`src/rtl/avaliador_ativos_multi_if.sv`:
```
// Bus bundle between the neighbour-validation / expansion stages and the
// active-node evaluator.
interface avaliador_ativos_multi_if #(
    parameter int unsigned NUM_NA          = 8,
    parameter int unsigned ADDR_WIDTH      = 5,
    parameter int unsigned DISTANCIA_WIDTH = 5,
    parameter int unsigned CUSTO_WIDTH     = 4,
    parameter int unsigned NUM_WR          = 2
);
    localparam int unsigned CRITERIO_WIDTH = DISTANCIA_WIDTH + 1;

    logic                              fonte_valid_in;
    logic [ADDR_WIDTH-1:0]             fonte_endereco_in;
    logic [NUM_WR-1:0]                 ins_valid_in;
    logic [NUM_WR*ADDR_WIDTH-1:0]      ins_endereco_in;
    logic [NUM_WR*ADDR_WIDTH-1:0]      ins_anterior_in;
    logic [NUM_WR*DISTANCIA_WIDTH-1:0] ins_distancia_in;
    logic [NUM_WR*CUSTO_WIDTH-1:0]     ins_custo_in;
    logic                              ins_ready_out;
    logic                              classificar_in;
    logic                              desativar_in;
    logic [NUM_NA-1:0]                 aprovado_out;
    logic [NUM_NA*ADDR_WIDTH-1:0]      endereco_out;
    logic [NUM_NA*ADDR_WIDTH-1:0]      anterior_out;
    logic [NUM_NA*DISTANCIA_WIDTH-1:0] distancia_out;
    logic [CRITERIO_WIDTH-1:0]         criterio_min_out;
    logic                              tem_ativo_out;
    logic                              tem_aprovado_out;
    logic                              cheio_out;
    logic                              ocupado_out;
    logic                              pronto_out;
    logic                              overflow_out;

    modport master (
        output fonte_valid_in, fonte_endereco_in, ins_valid_in, ins_endereco_in,
               ins_anterior_in, ins_distancia_in, ins_custo_in, classificar_in, desativar_in,
        input  ins_ready_out, aprovado_out, endereco_out, anterior_out, distancia_out,
               criterio_min_out, tem_ativo_out, tem_aprovado_out, cheio_out, ocupado_out,
               pronto_out, overflow_out
    );

    modport slave (
        input  fonte_valid_in, fonte_endereco_in, ins_valid_in, ins_endereco_in,
               ins_anterior_in, ins_distancia_in, ins_custo_in, classificar_in, desativar_in,
        output ins_ready_out, aprovado_out, endereco_out, anterior_out, distancia_out,
               criterio_min_out, tem_ativo_out, tem_aprovado_out, cheio_out, ocupado_out,
               pronto_out, overflow_out
    );
endinterface

```
`src/rtl/avaliador_ativos_multi.sv`:
```
// Active-node evaluator: holds the open set of the path search, merges inserted
// candidates and approves the nodes with minimum distance + heuristic cost.
module avaliador_ativos_multi #(
    parameter int unsigned NUM_NA          = 8,
    parameter int unsigned ADDR_WIDTH      = 5,
    parameter int unsigned DISTANCIA_WIDTH = 5,
    parameter int unsigned CUSTO_WIDTH     = 4,
    parameter int unsigned NUM_WR          = 2,
    parameter int unsigned CMP_POR_CICLO   = 4
) (
    input logic                     clk,
    input logic                     rst_n,
    avaliador_ativos_multi_if.slave bus
);
    localparam int unsigned CRITERIO_WIDTH = DISTANCIA_WIDTH + 1;
    localparam int unsigned NUM_CICLOS     = (NUM_NA + CMP_POR_CICLO - 1) / CMP_POR_CICLO;
    localparam int unsigned CNT_MAX        = (NUM_WR > NUM_CICLOS) ? NUM_WR : NUM_CICLOS;
    localparam int unsigned CNT_WIDTH      = (CNT_MAX > 1) ? $clog2(CNT_MAX) : 1;

    typedef logic [ADDR_WIDTH-1:0]      addr_t;
    typedef logic [DISTANCIA_WIDTH-1:0] dist_t;
    typedef logic [CUSTO_WIDTH-1:0]     custo_t;
    typedef logic [CRITERIO_WIDTH-1:0]  crit_t;

    typedef enum logic [1:0] {StOcioso, StInserir, StClassificar, StAprovar} estado_e;

    estado_e                      r_estado, w_estado_d;
    logic [CNT_WIDTH-1:0]         r_cnt, w_cnt_d;
    logic [NUM_NA-1:0]            r_valid, w_valid_d;
    logic [NUM_NA-1:0]            r_aprovado, w_aprovado_d;
    addr_t                        r_endereco [NUM_NA];
    addr_t                        w_endereco_d [NUM_NA];
    addr_t                        r_anterior [NUM_NA];
    addr_t                        w_anterior_d [NUM_NA];
    dist_t                        r_distancia [NUM_NA];
    dist_t                        w_distancia_d [NUM_NA];
    custo_t                       r_custo [NUM_NA];
    custo_t                       w_custo_d [NUM_NA];
    crit_t                        r_min_run, w_min_run_d;
    crit_t                        r_criterio_min, w_criterio_min_d;
    logic                         r_pronto, w_pronto_d;
    logic                         r_overflow, w_overflow_d;

    logic [NUM_WR-1:0]                 r_ins_valid, w_ins_valid_d;
    logic [NUM_WR*ADDR_WIDTH-1:0]      r_ins_endereco, w_ins_endereco_d;
    logic [NUM_WR*ADDR_WIDTH-1:0]      r_ins_anterior, w_ins_anterior_d;
    logic [NUM_WR*DISTANCIA_WIDTH-1:0] r_ins_distancia, w_ins_distancia_d;
    logic [NUM_WR*CUSTO_WIDTH-1:0]     r_ins_custo, w_ins_custo_d;

    // Entry currently being applied by INSERIR (selected by r_cnt).
    logic   w_e_valid;
    addr_t  w_e_endereco;
    addr_t  w_e_anterior;
    dist_t  w_e_distancia;
    custo_t w_e_custo;

    logic [NUM_NA-1:0] w_match;
    logic [NUM_NA-1:0] w_livre;
    logic              w_achou_livre;
    crit_t             w_criterio [NUM_NA];
    crit_t             w_min_grupo;

    always_comb begin
        w_e_valid     = 1'b0;
        w_e_endereco  = '0;
        w_e_anterior  = '0;
        w_e_distancia = '0;
        w_e_custo     = '0;
        for (int k = 0; k < NUM_WR; k++) begin
            if (r_cnt == CNT_WIDTH'(k)) begin
                w_e_valid     = r_ins_valid[k];
                w_e_endereco  = r_ins_endereco[k*ADDR_WIDTH +: ADDR_WIDTH];
                w_e_anterior  = r_ins_anterior[k*ADDR_WIDTH +: ADDR_WIDTH];
                w_e_distancia = r_ins_distancia[k*DISTANCIA_WIDTH +: DISTANCIA_WIDTH];
                w_e_custo     = r_ins_custo[k*CUSTO_WIDTH +: CUSTO_WIDTH];
            end
        end
    end

    // Active addresses are kept unique, so at most one match bit is set.
    always_comb begin
        w_match       = '0;
        w_livre       = '0;
        w_achou_livre = 1'b0;
        for (int i = 0; i < NUM_NA; i++) begin
            if (r_valid[i] && (r_endereco[i] == w_e_endereco)) begin
                w_match[i] = 1'b1;
            end
            if (!r_valid[i] && !w_achou_livre) begin
                w_livre[i]    = 1'b1;
                w_achou_livre = 1'b1;
            end
        end
    end

    always_comb begin
        for (int i = 0; i < NUM_NA; i++) begin
            w_criterio[i] = crit_t'(r_distancia[i]) + crit_t'(r_custo[i]);
        end
    end

    // Running minimum over the slot group scanned in this cycle.
    always_comb begin
        w_min_grupo = r_min_run;
        for (int i = 0; i < NUM_NA; i++) begin
            if (r_valid[i] && ((unsigned'(i) / CMP_POR_CICLO) == 32'(r_cnt))
                && (w_criterio[i] < w_min_grupo)) begin
                w_min_grupo = w_criterio[i];
            end
        end
    end

    always_comb begin
        w_estado_d        = r_estado;
        w_cnt_d           = r_cnt;
        w_valid_d         = r_valid;
        w_aprovado_d      = r_aprovado;
        w_endereco_d      = r_endereco;
        w_anterior_d      = r_anterior;
        w_distancia_d     = r_distancia;
        w_custo_d         = r_custo;
        w_min_run_d       = r_min_run;
        w_criterio_min_d  = r_criterio_min;
        w_pronto_d        = r_pronto;
        w_overflow_d      = r_overflow;
        w_ins_valid_d     = r_ins_valid;
        w_ins_endereco_d  = r_ins_endereco;
        w_ins_anterior_d  = r_ins_anterior;
        w_ins_distancia_d = r_ins_distancia;
        w_ins_custo_d     = r_ins_custo;

        if (bus.fonte_valid_in) begin
            w_valid_d        = '0;
            w_aprovado_d     = '0;
            w_valid_d[0]     = 1'b1;
            w_endereco_d[0]  = bus.fonte_endereco_in;
            w_anterior_d[0]  = bus.fonte_endereco_in;
            w_distancia_d[0] = '0;
            w_custo_d[0]     = '0;
            w_overflow_d     = 1'b0;
            w_pronto_d       = 1'b0;
            w_criterio_min_d = '1;
            w_cnt_d          = '0;
            w_estado_d       = StOcioso;
        end else begin
            case (r_estado)
                StOcioso: begin
                    if (bus.desativar_in) begin
                        w_valid_d    = r_valid & ~r_aprovado;
                        w_aprovado_d = '0;
                        w_pronto_d   = 1'b0;
                    end else if (|bus.ins_valid_in) begin
                        w_ins_valid_d     = bus.ins_valid_in;
                        w_ins_endereco_d  = bus.ins_endereco_in;
                        w_ins_anterior_d  = bus.ins_anterior_in;
                        w_ins_distancia_d = bus.ins_distancia_in;
                        w_ins_custo_d     = bus.ins_custo_in;
                        w_pronto_d        = 1'b0;
                        w_cnt_d           = '0;
                        w_estado_d        = StInserir;
                    end else if (bus.classificar_in) begin
                        w_min_run_d = '1;
                        w_cnt_d     = '0;
                        w_estado_d  = StClassificar;
                    end
                end
                StInserir: begin
                    if (w_e_valid) begin
                        if (|w_match) begin
                            for (int i = 0; i < NUM_NA; i++) begin
                                if (w_match[i] && (w_e_distancia < r_distancia[i])) begin
                                    w_distancia_d[i] = w_e_distancia;
                                    w_custo_d[i]     = w_e_custo;
                                    w_anterior_d[i]  = w_e_anterior;
                                    w_aprovado_d[i]  = 1'b0;
                                end
                            end
                        end else if (w_achou_livre) begin
                            for (int i = 0; i < NUM_NA; i++) begin
                                if (w_livre[i]) begin
                                    w_valid_d[i]     = 1'b1;
                                    w_aprovado_d[i]  = 1'b0;
                                    w_endereco_d[i]  = w_e_endereco;
                                    w_distancia_d[i] = w_e_distancia;
                                    w_custo_d[i]     = w_e_custo;
                                    w_anterior_d[i]  = w_e_anterior;
                                end
                            end
                        end else begin
                            w_overflow_d = 1'b1;
                        end
                    end
                    if (r_cnt == CNT_WIDTH'(NUM_WR - 1)) begin
                        w_cnt_d    = '0;
                        w_estado_d = StOcioso;
                    end else begin
                        w_cnt_d = r_cnt + 1'b1;
                    end
                end
                StClassificar: begin
                    w_min_run_d = w_min_grupo;
                    if (r_cnt == CNT_WIDTH'(NUM_CICLOS - 1)) begin
                        w_cnt_d    = '0;
                        w_estado_d = StAprovar;
                    end else begin
                        w_cnt_d = r_cnt + 1'b1;
                    end
                end
                StAprovar: begin
                    for (int i = 0; i < NUM_NA; i++) begin
                        w_aprovado_d[i] = r_valid[i] && (w_criterio[i] == r_min_run);
                    end
                    w_criterio_min_d = r_min_run;
                    w_pronto_d       = 1'b1;
                    w_estado_d       = StOcioso;
                end
                default: begin
                    w_estado_d = StOcioso;
                end
            endcase
        end
    end

    always_ff @(posedge clk or negedge rst_n) begin
        if (!rst_n) begin
            r_estado <= StOcioso;
        end else begin
            r_estado <= w_estado_d;
        end
    end

    always_ff @(posedge clk or negedge rst_n) begin
        if (!rst_n) begin
            r_cnt           <= '0;
            r_valid         <= '0;
            r_aprovado      <= '0;
            r_endereco      <= '{default: '0};
            r_anterior      <= '{default: '0};
            r_distancia     <= '{default: '0};
            r_custo         <= '{default: '0};
            r_min_run       <= '1;
            r_criterio_min  <= '1;
            r_pronto        <= 1'b0;
            r_overflow      <= 1'b0;
            r_ins_valid     <= '0;
            r_ins_endereco  <= '0;
            r_ins_anterior  <= '0;
            r_ins_distancia <= '0;
            r_ins_custo     <= '0;
        end else begin
            r_cnt           <= w_cnt_d;
            r_valid         <= w_valid_d;
            r_aprovado      <= w_aprovado_d;
            r_endereco      <= w_endereco_d;
            r_anterior      <= w_anterior_d;
            r_distancia     <= w_distancia_d;
            r_custo         <= w_custo_d;
            r_min_run       <= w_min_run_d;
            r_criterio_min  <= w_criterio_min_d;
            r_pronto        <= w_pronto_d;
            r_overflow      <= w_overflow_d;
            r_ins_valid     <= w_ins_valid_d;
            r_ins_endereco  <= w_ins_endereco_d;
            r_ins_anterior  <= w_ins_anterior_d;
            r_ins_distancia <= w_ins_distancia_d;
            r_ins_custo     <= w_ins_custo_d;
        end
    end

    logic [NUM_NA*ADDR_WIDTH-1:0]      w_endereco_flat;
    logic [NUM_NA*ADDR_WIDTH-1:0]      w_anterior_flat;
    logic [NUM_NA*DISTANCIA_WIDTH-1:0] w_distancia_flat;

    always_comb begin
        w_endereco_flat  = '0;
        w_anterior_flat  = '0;
        w_distancia_flat = '0;
        for (int i = 0; i < NUM_NA; i++) begin
            w_endereco_flat[i*ADDR_WIDTH +: ADDR_WIDTH]           = r_endereco[i];
            w_anterior_flat[i*ADDR_WIDTH +: ADDR_WIDTH]           = r_anterior[i];
            w_distancia_flat[i*DISTANCIA_WIDTH +: DISTANCIA_WIDTH] = r_distancia[i];
        end
    end

    assign bus.aprovado_out     = r_aprovado;
    assign bus.endereco_out     = w_endereco_flat;
    assign bus.anterior_out     = w_anterior_flat;
    assign bus.distancia_out    = w_distancia_flat;
    assign bus.criterio_min_out = r_criterio_min;
    assign bus.tem_ativo_out    = |r_valid;
    assign bus.tem_aprovado_out = |r_aprovado;
    assign bus.cheio_out        = &r_valid;
    assign bus.ocupado_out      = (r_estado != StOcioso);
    assign bus.ins_ready_out    = (r_estado == StOcioso);
    assign bus.pronto_out       = r_pronto;
    assign bus.overflow_out     = r_overflow;

endmodule

```
`src/flat_wrapper.sv`:
```
// flat-port wrapper written by rule: the top's interface ports become plain ports
module avaliador_ativos_multi_flat 
#(
    parameter int unsigned NUM_NA          = 8,
    parameter int unsigned ADDR_WIDTH      = 5,
    parameter int unsigned DISTANCIA_WIDTH = 5,
    parameter int unsigned CUSTO_WIDTH     = 4,
    parameter int unsigned NUM_WR          = 2,
    parameter int unsigned CMP_POR_CICLO   = 4
)
  (clk, rst_n, bus_fonte_valid_in, bus_fonte_endereco_in, bus_ins_valid_in, bus_ins_endereco_in, bus_ins_anterior_in, bus_ins_distancia_in, bus_ins_custo_in, bus_classificar_in, bus_desativar_in, bus_ins_ready_out, bus_aprovado_out, bus_endereco_out, bus_anterior_out, bus_distancia_out, bus_criterio_min_out, bus_tem_ativo_out, bus_tem_aprovado_out, bus_cheio_out, bus_ocupado_out, bus_pronto_out, bus_overflow_out);
  avaliador_ativos_multi_if #(.NUM_NA(NUM_NA), .ADDR_WIDTH(ADDR_WIDTH), .DISTANCIA_WIDTH(DISTANCIA_WIDTH), .CUSTO_WIDTH(CUSTO_WIDTH), .NUM_WR(NUM_WR)) bus_i ();
  input logic clk;
  input logic rst_n;
  input wire logic [$bits(bus_i.fonte_valid_in)-1:0] bus_fonte_valid_in;
  input wire logic [$bits(bus_i.fonte_endereco_in)-1:0] bus_fonte_endereco_in;
  input wire logic [$bits(bus_i.ins_valid_in)-1:0] bus_ins_valid_in;
  input wire logic [$bits(bus_i.ins_endereco_in)-1:0] bus_ins_endereco_in;
  input wire logic [$bits(bus_i.ins_anterior_in)-1:0] bus_ins_anterior_in;
  input wire logic [$bits(bus_i.ins_distancia_in)-1:0] bus_ins_distancia_in;
  input wire logic [$bits(bus_i.ins_custo_in)-1:0] bus_ins_custo_in;
  input wire logic [$bits(bus_i.classificar_in)-1:0] bus_classificar_in;
  input wire logic [$bits(bus_i.desativar_in)-1:0] bus_desativar_in;
  output wire logic [$bits(bus_i.ins_ready_out)-1:0] bus_ins_ready_out;
  output wire logic [$bits(bus_i.aprovado_out)-1:0] bus_aprovado_out;
  output wire logic [$bits(bus_i.endereco_out)-1:0] bus_endereco_out;
  output wire logic [$bits(bus_i.anterior_out)-1:0] bus_anterior_out;
  output wire logic [$bits(bus_i.distancia_out)-1:0] bus_distancia_out;
  output wire logic [$bits(bus_i.criterio_min_out)-1:0] bus_criterio_min_out;
  output wire logic [$bits(bus_i.tem_ativo_out)-1:0] bus_tem_ativo_out;
  output wire logic [$bits(bus_i.tem_aprovado_out)-1:0] bus_tem_aprovado_out;
  output wire logic [$bits(bus_i.cheio_out)-1:0] bus_cheio_out;
  output wire logic [$bits(bus_i.ocupado_out)-1:0] bus_ocupado_out;
  output wire logic [$bits(bus_i.pronto_out)-1:0] bus_pronto_out;
  output wire logic [$bits(bus_i.overflow_out)-1:0] bus_overflow_out;
  assign bus_i.fonte_valid_in = bus_fonte_valid_in;
  assign bus_i.fonte_endereco_in = bus_fonte_endereco_in;
  assign bus_i.ins_valid_in = bus_ins_valid_in;
  assign bus_i.ins_endereco_in = bus_ins_endereco_in;
  assign bus_i.ins_anterior_in = bus_ins_anterior_in;
  assign bus_i.ins_distancia_in = bus_ins_distancia_in;
  assign bus_i.ins_custo_in = bus_ins_custo_in;
  assign bus_i.classificar_in = bus_classificar_in;
  assign bus_i.desativar_in = bus_desativar_in;
  assign bus_ins_ready_out = bus_i.ins_ready_out;
  assign bus_aprovado_out = bus_i.aprovado_out;
  assign bus_endereco_out = bus_i.endereco_out;
  assign bus_anterior_out = bus_i.anterior_out;
  assign bus_distancia_out = bus_i.distancia_out;
  assign bus_criterio_min_out = bus_i.criterio_min_out;
  assign bus_tem_ativo_out = bus_i.tem_ativo_out;
  assign bus_tem_aprovado_out = bus_i.tem_aprovado_out;
  assign bus_cheio_out = bus_i.cheio_out;
  assign bus_ocupado_out = bus_i.ocupado_out;
  assign bus_pronto_out = bus_i.pronto_out;
  assign bus_overflow_out = bus_i.overflow_out;
  avaliador_ativos_multi #(.NUM_NA(NUM_NA), .ADDR_WIDTH(ADDR_WIDTH), .DISTANCIA_WIDTH(DISTANCIA_WIDTH), .CUSTO_WIDTH(CUSTO_WIDTH), .NUM_WR(NUM_WR), .CMP_POR_CICLO(CMP_POR_CICLO)) u_core (.clk(clk), .rst_n(rst_n), .bus(bus_i));
endmodule
```
`config.mk`:
```
export PLATFORM = sky130hd
export DESIGN_NAME = avaliador_ativos_multi_flat
export DESIGN_NICKNAME = d
export VERILOG_FILES = /design/src/rtl/avaliador_ativos_multi_if.sv /design/src/rtl/avaliador_ativos_multi.sv /design/src/flat_wrapper.sv
export SDC_FILE = /design/constraint.sdc
export NUM_CORES = 1
export LEC_CHECK = 0
export BUFFER_PORTS_ARGS = -buffer_cell sky130_fd_sc_hd__buf_2
export CORE_ASPECT_RATIO = 1.75
export CORE_UTILIZATION = 45
export CTS_CLUSTER_SIZE = 40
export DETAILED_ROUTE_END_ITERATION = 7
export GPL_ROUTABILITY_DRIVEN = 0
export HOLD_SLACK_MARGIN = 0.05
export PLACE_DENSITY = 0.67
export SLEW_MARGIN = 10
export SYNTH_ARGS = -nofsm -noshare
export SYNTH_HDL_FRONTEND = slang
export SYNTH_SLANG_ARGS = --single-unit
```
`constraint.sdc`:
```
create_clock -name clk -period 27.5 [get_ports clk]
set_input_delay 4.125 -clock clk [delete_from_list [all_inputs] [get_ports clk]]
set_output_delay 4.125 -clock clk [all_outputs]
set_load 0.05 [all_outputs]
```
==> results.cfg <==
[placed_design]
dp.cells = 2037
placed_cell_area_um2 = 15400
hpwl_um = 32600
io_buffers = 190

[global_routing]
grt_antenna_before_repair = 0
track_usage_pct = 27.6
grt_pass1_wl_um = 67200
grt_pass1_vias = 12200
grt-ovfl-total = 0
grt_max_degree = 82

[floorplan]
dieArea_um2 = 31900
ios = 191
core.rowCount = 85
dieWidth_um = 136
start_util_pct = 45.7
core_area_um2 = 30700
die_h_um = 236

[power]
cellLeakagePower_nw = 7.75
power_density_nw_per_um2 = 121
power_mw = 1.97
max-vdd-ir-drop_uv = 75.4

[timing]
rsz0062_at_grt = no
min_period_ns = 15.04
setup_viol = 0
final_hold_viol_count = 0
fin_crit_sh_pct = 54.7
tightest_slew_ns = 1.12
fmaxAchievable_mhz = 66.5
max_slew_margin_pct = 24.0
setup_tns_ns = 0
slew_viol_final = 0
skew_ns = 0.0147

[worst_setup_path]
reg2reg_from = u_core.bus.distancia_out[0]
worstPathArrival_ns = 15.50
endpoint = u_core.r_min_run[1]
worstSetupStartpointType = register
critPathMaxFanout = 10
ff2ff_setup_slack_ns = 12.46
cp_slowest_cell = o41ai_2
cp-end-kind = register
r2r-end = u_core.r_min_run[1]
critPathRequiredTime_ns = 27.96
worstSetupStartpoint = u_core.bus.distancia_out[0]
rr_worst_depth = 65
max_stage_delay_ns = 0.62
cp_common_cell = ha_1
crit_type = reg2reg

[detailed_routing]
final_antenna_net_count = 0
vias_per_cell = 5.82
wire_per_inst_um = 20.8
drc = 0
firstDrtPassIters = 5
num_vias = 12100
drt_iter0_markers = 565
route.final.wire_length_um = 43200

[logic_synthesis]
synth.area.top_cells = dfrtp_1 38%, ha_1 8.7%, xnor2_1 5.7%
synth.net_count = 1655
synth_top_area_share_pct = 38.0
ys_seq_elements = 225
yosysUniqueCellTypes = 86
yosys.area.top_type = dfrtp_1
yosys_warnings = 0
synth_edf_count = 0
ys_seq_area_share_pct = 40.2
synthCells = 1499
synth_area_um2 = 14000
synth.avg_cell_area_um2 = 9.36
async_flop_share_pct = 100
synth_ff_type = dfrtp_1

[clocking]
postCtsSetupRepairBufs = 0
cts-htree-levels = 1
cts_resized = 0
cts_tree = done
holdBufCountCts = 0
cts.sinks = 225
cts_buffers = 23
clock_latency_ns = 0.54
clk_path_buf_depth = 3
root_buffer = clkbuf_16
clkTransAtPathRegs_ns = 0.07

[layout]
area_delta_synth_final_pct = 15.8
diodes = 0
fin_area_um2 = 16200
drive_above_1_share_pct = 20.3
utilization_pct = 52.9
nets = 1827
final_cells = 2077

[outcome]
status = completed

[hold_path]
min_path_type = reg2reg

[run]
drv_cap = 0
-- power by group --
part	switching, mW	leakage (nW)	internal, mW
logic	0.735	4.50	0.397
registers	0.0686	2.82	0.407
clock network	0.139	0.427	0.224
total	0.943	7.75	1.03
-- stage by stage --
| stage | hold WS, ns | setup WS, ns |
|---|---|---|
| finish | 0.476 | 12.46 |
| global route | 0.506 | 11.37 |
| CTS | 0.479 | 12.73 |
| detailed placement | 0.465 | 12.75 |
| global placement | 0.458 | 13.32 |
| floorplan | 0.444 | 14.18 |
-- cell families after synthesis --
logic type	count (synthesis)	synth area share [%]
AOI/OAI and AO/OA	396	17.9
xor gates and xnor gates	111	6.93
buffers and inverters	128	3.45
and+or+nand+nor	445	14.8
adders and majority gates	106	9.88
DFF	225	40.2
muxes	88	6.82
-- registers in the layout, summed over array words and instances, names as in the netlist, 10 cells and up --
register                  count
u_core.bus.anterior_out      40
u_core.bus.distancia_out     40
u_core.bus.endereco_out      40
u_core.r_custo               32
u_core.r_ins_anterior        10
u_core.r_ins_distancia       10
u_core.r_ins_endereco        10
-- cell type report --
cell class                      instances  area [um^2]
Fill cell                            2802        14500
Clock inverter                         14          253
Timing Repair Buffer                  201         1040
Multi-Input combinational cell       1146         7930
Tap cell                              391          489
Sequential cell                       225         5650
Clock buffer                           26          607
Inverter                               74          278
-- layer usage --
layer  wire (um)  global-route usage [%]  share of wire (%)  vias up
met2       22400                    49.3                 52      413
li1            -                       -                  -     5642
met3        2010                    3.62                4.6      163
met4        3130                    18.0                7.2        0
met5           0                       0                  0        -
met1       15600                    29.9                 36     5877
-- synth_stat cells (13+ instances only) --
| cell | count |
|---|---|
| xnor2_1 | 91 |
| nor3_1 | 20 |
| a21oi_1 | 127 |
| nor4_1 | 18 |
| nand2_1 | 140 |
| dfrtp_1 | 213 |
| xor2_1 | 20 |
| nor2_1 | 152 |
| o21ai_0 | 120 |
| clkbuf_1 | 48 |
| nand3_1 | 24 |
| nand4_1 | 13 |
| mux2i_1 | 33 |
| inv_1 | 67 |
| ha_1 | 98 |
| nor2b_1 | 28 |
| a21o_1 | 29 |
| mux2_2 | 53 |
-- worst min-delay path by stage --
stage,startpoint,to,slack [ns],cells past startpoint
floorplan,u_core.r_ins_valid[0],u_core.r_ins_valid[0],0.44,2
global placement,u_core.bus.anterior_out[6],u_core.bus.anterior_out[6],0.46,2
detailed placement,u_core.r_ins_valid[1],u_core.r_ins_valid[1],0.47,2
CTS,u_core.r_ins_valid[1],u_core.r_ins_valid[1],0.48,2
global route,u_core.r_ins_valid[1],u_core.r_ins_valid[1],0.51,2
finish,u_core.bus.anterior_out[12],u_core.bus.anterior_out[12],0.48,2
-- cells in the final DEF (no fill, tap or decap), types with 13 or more instances in the layout --
cell / n
buf_2: 189
nor2b_1: 28
xnor2_1: 91
mux2i_1: 30
dfrtp_1: 213
o21ai_0: 120
nor4_1: 17
clkbuf_16: 23
a21o_1: 29
nor2_1: 152
xor2_1: 20
a21oi_1: 127
nand3_1: 24
inv_1: 67
nand2_1: 140
nand4_1: 13
ha_1: 98
nor3_1: 19
mux2_2: 53
-- critical path, delay by kind of cell, from the launching register on --
family | cells | cell delay, ns
compound gates | 24 | 6.00
simple gates | 24 | 4.14
fa+ha+maj | 10 | 2.89
mux | 5 | 1.37
flops | 1 | 0.41
buf+inv | 2 | 0.14
Note: power is estimated with default switching activity, not from simulation.
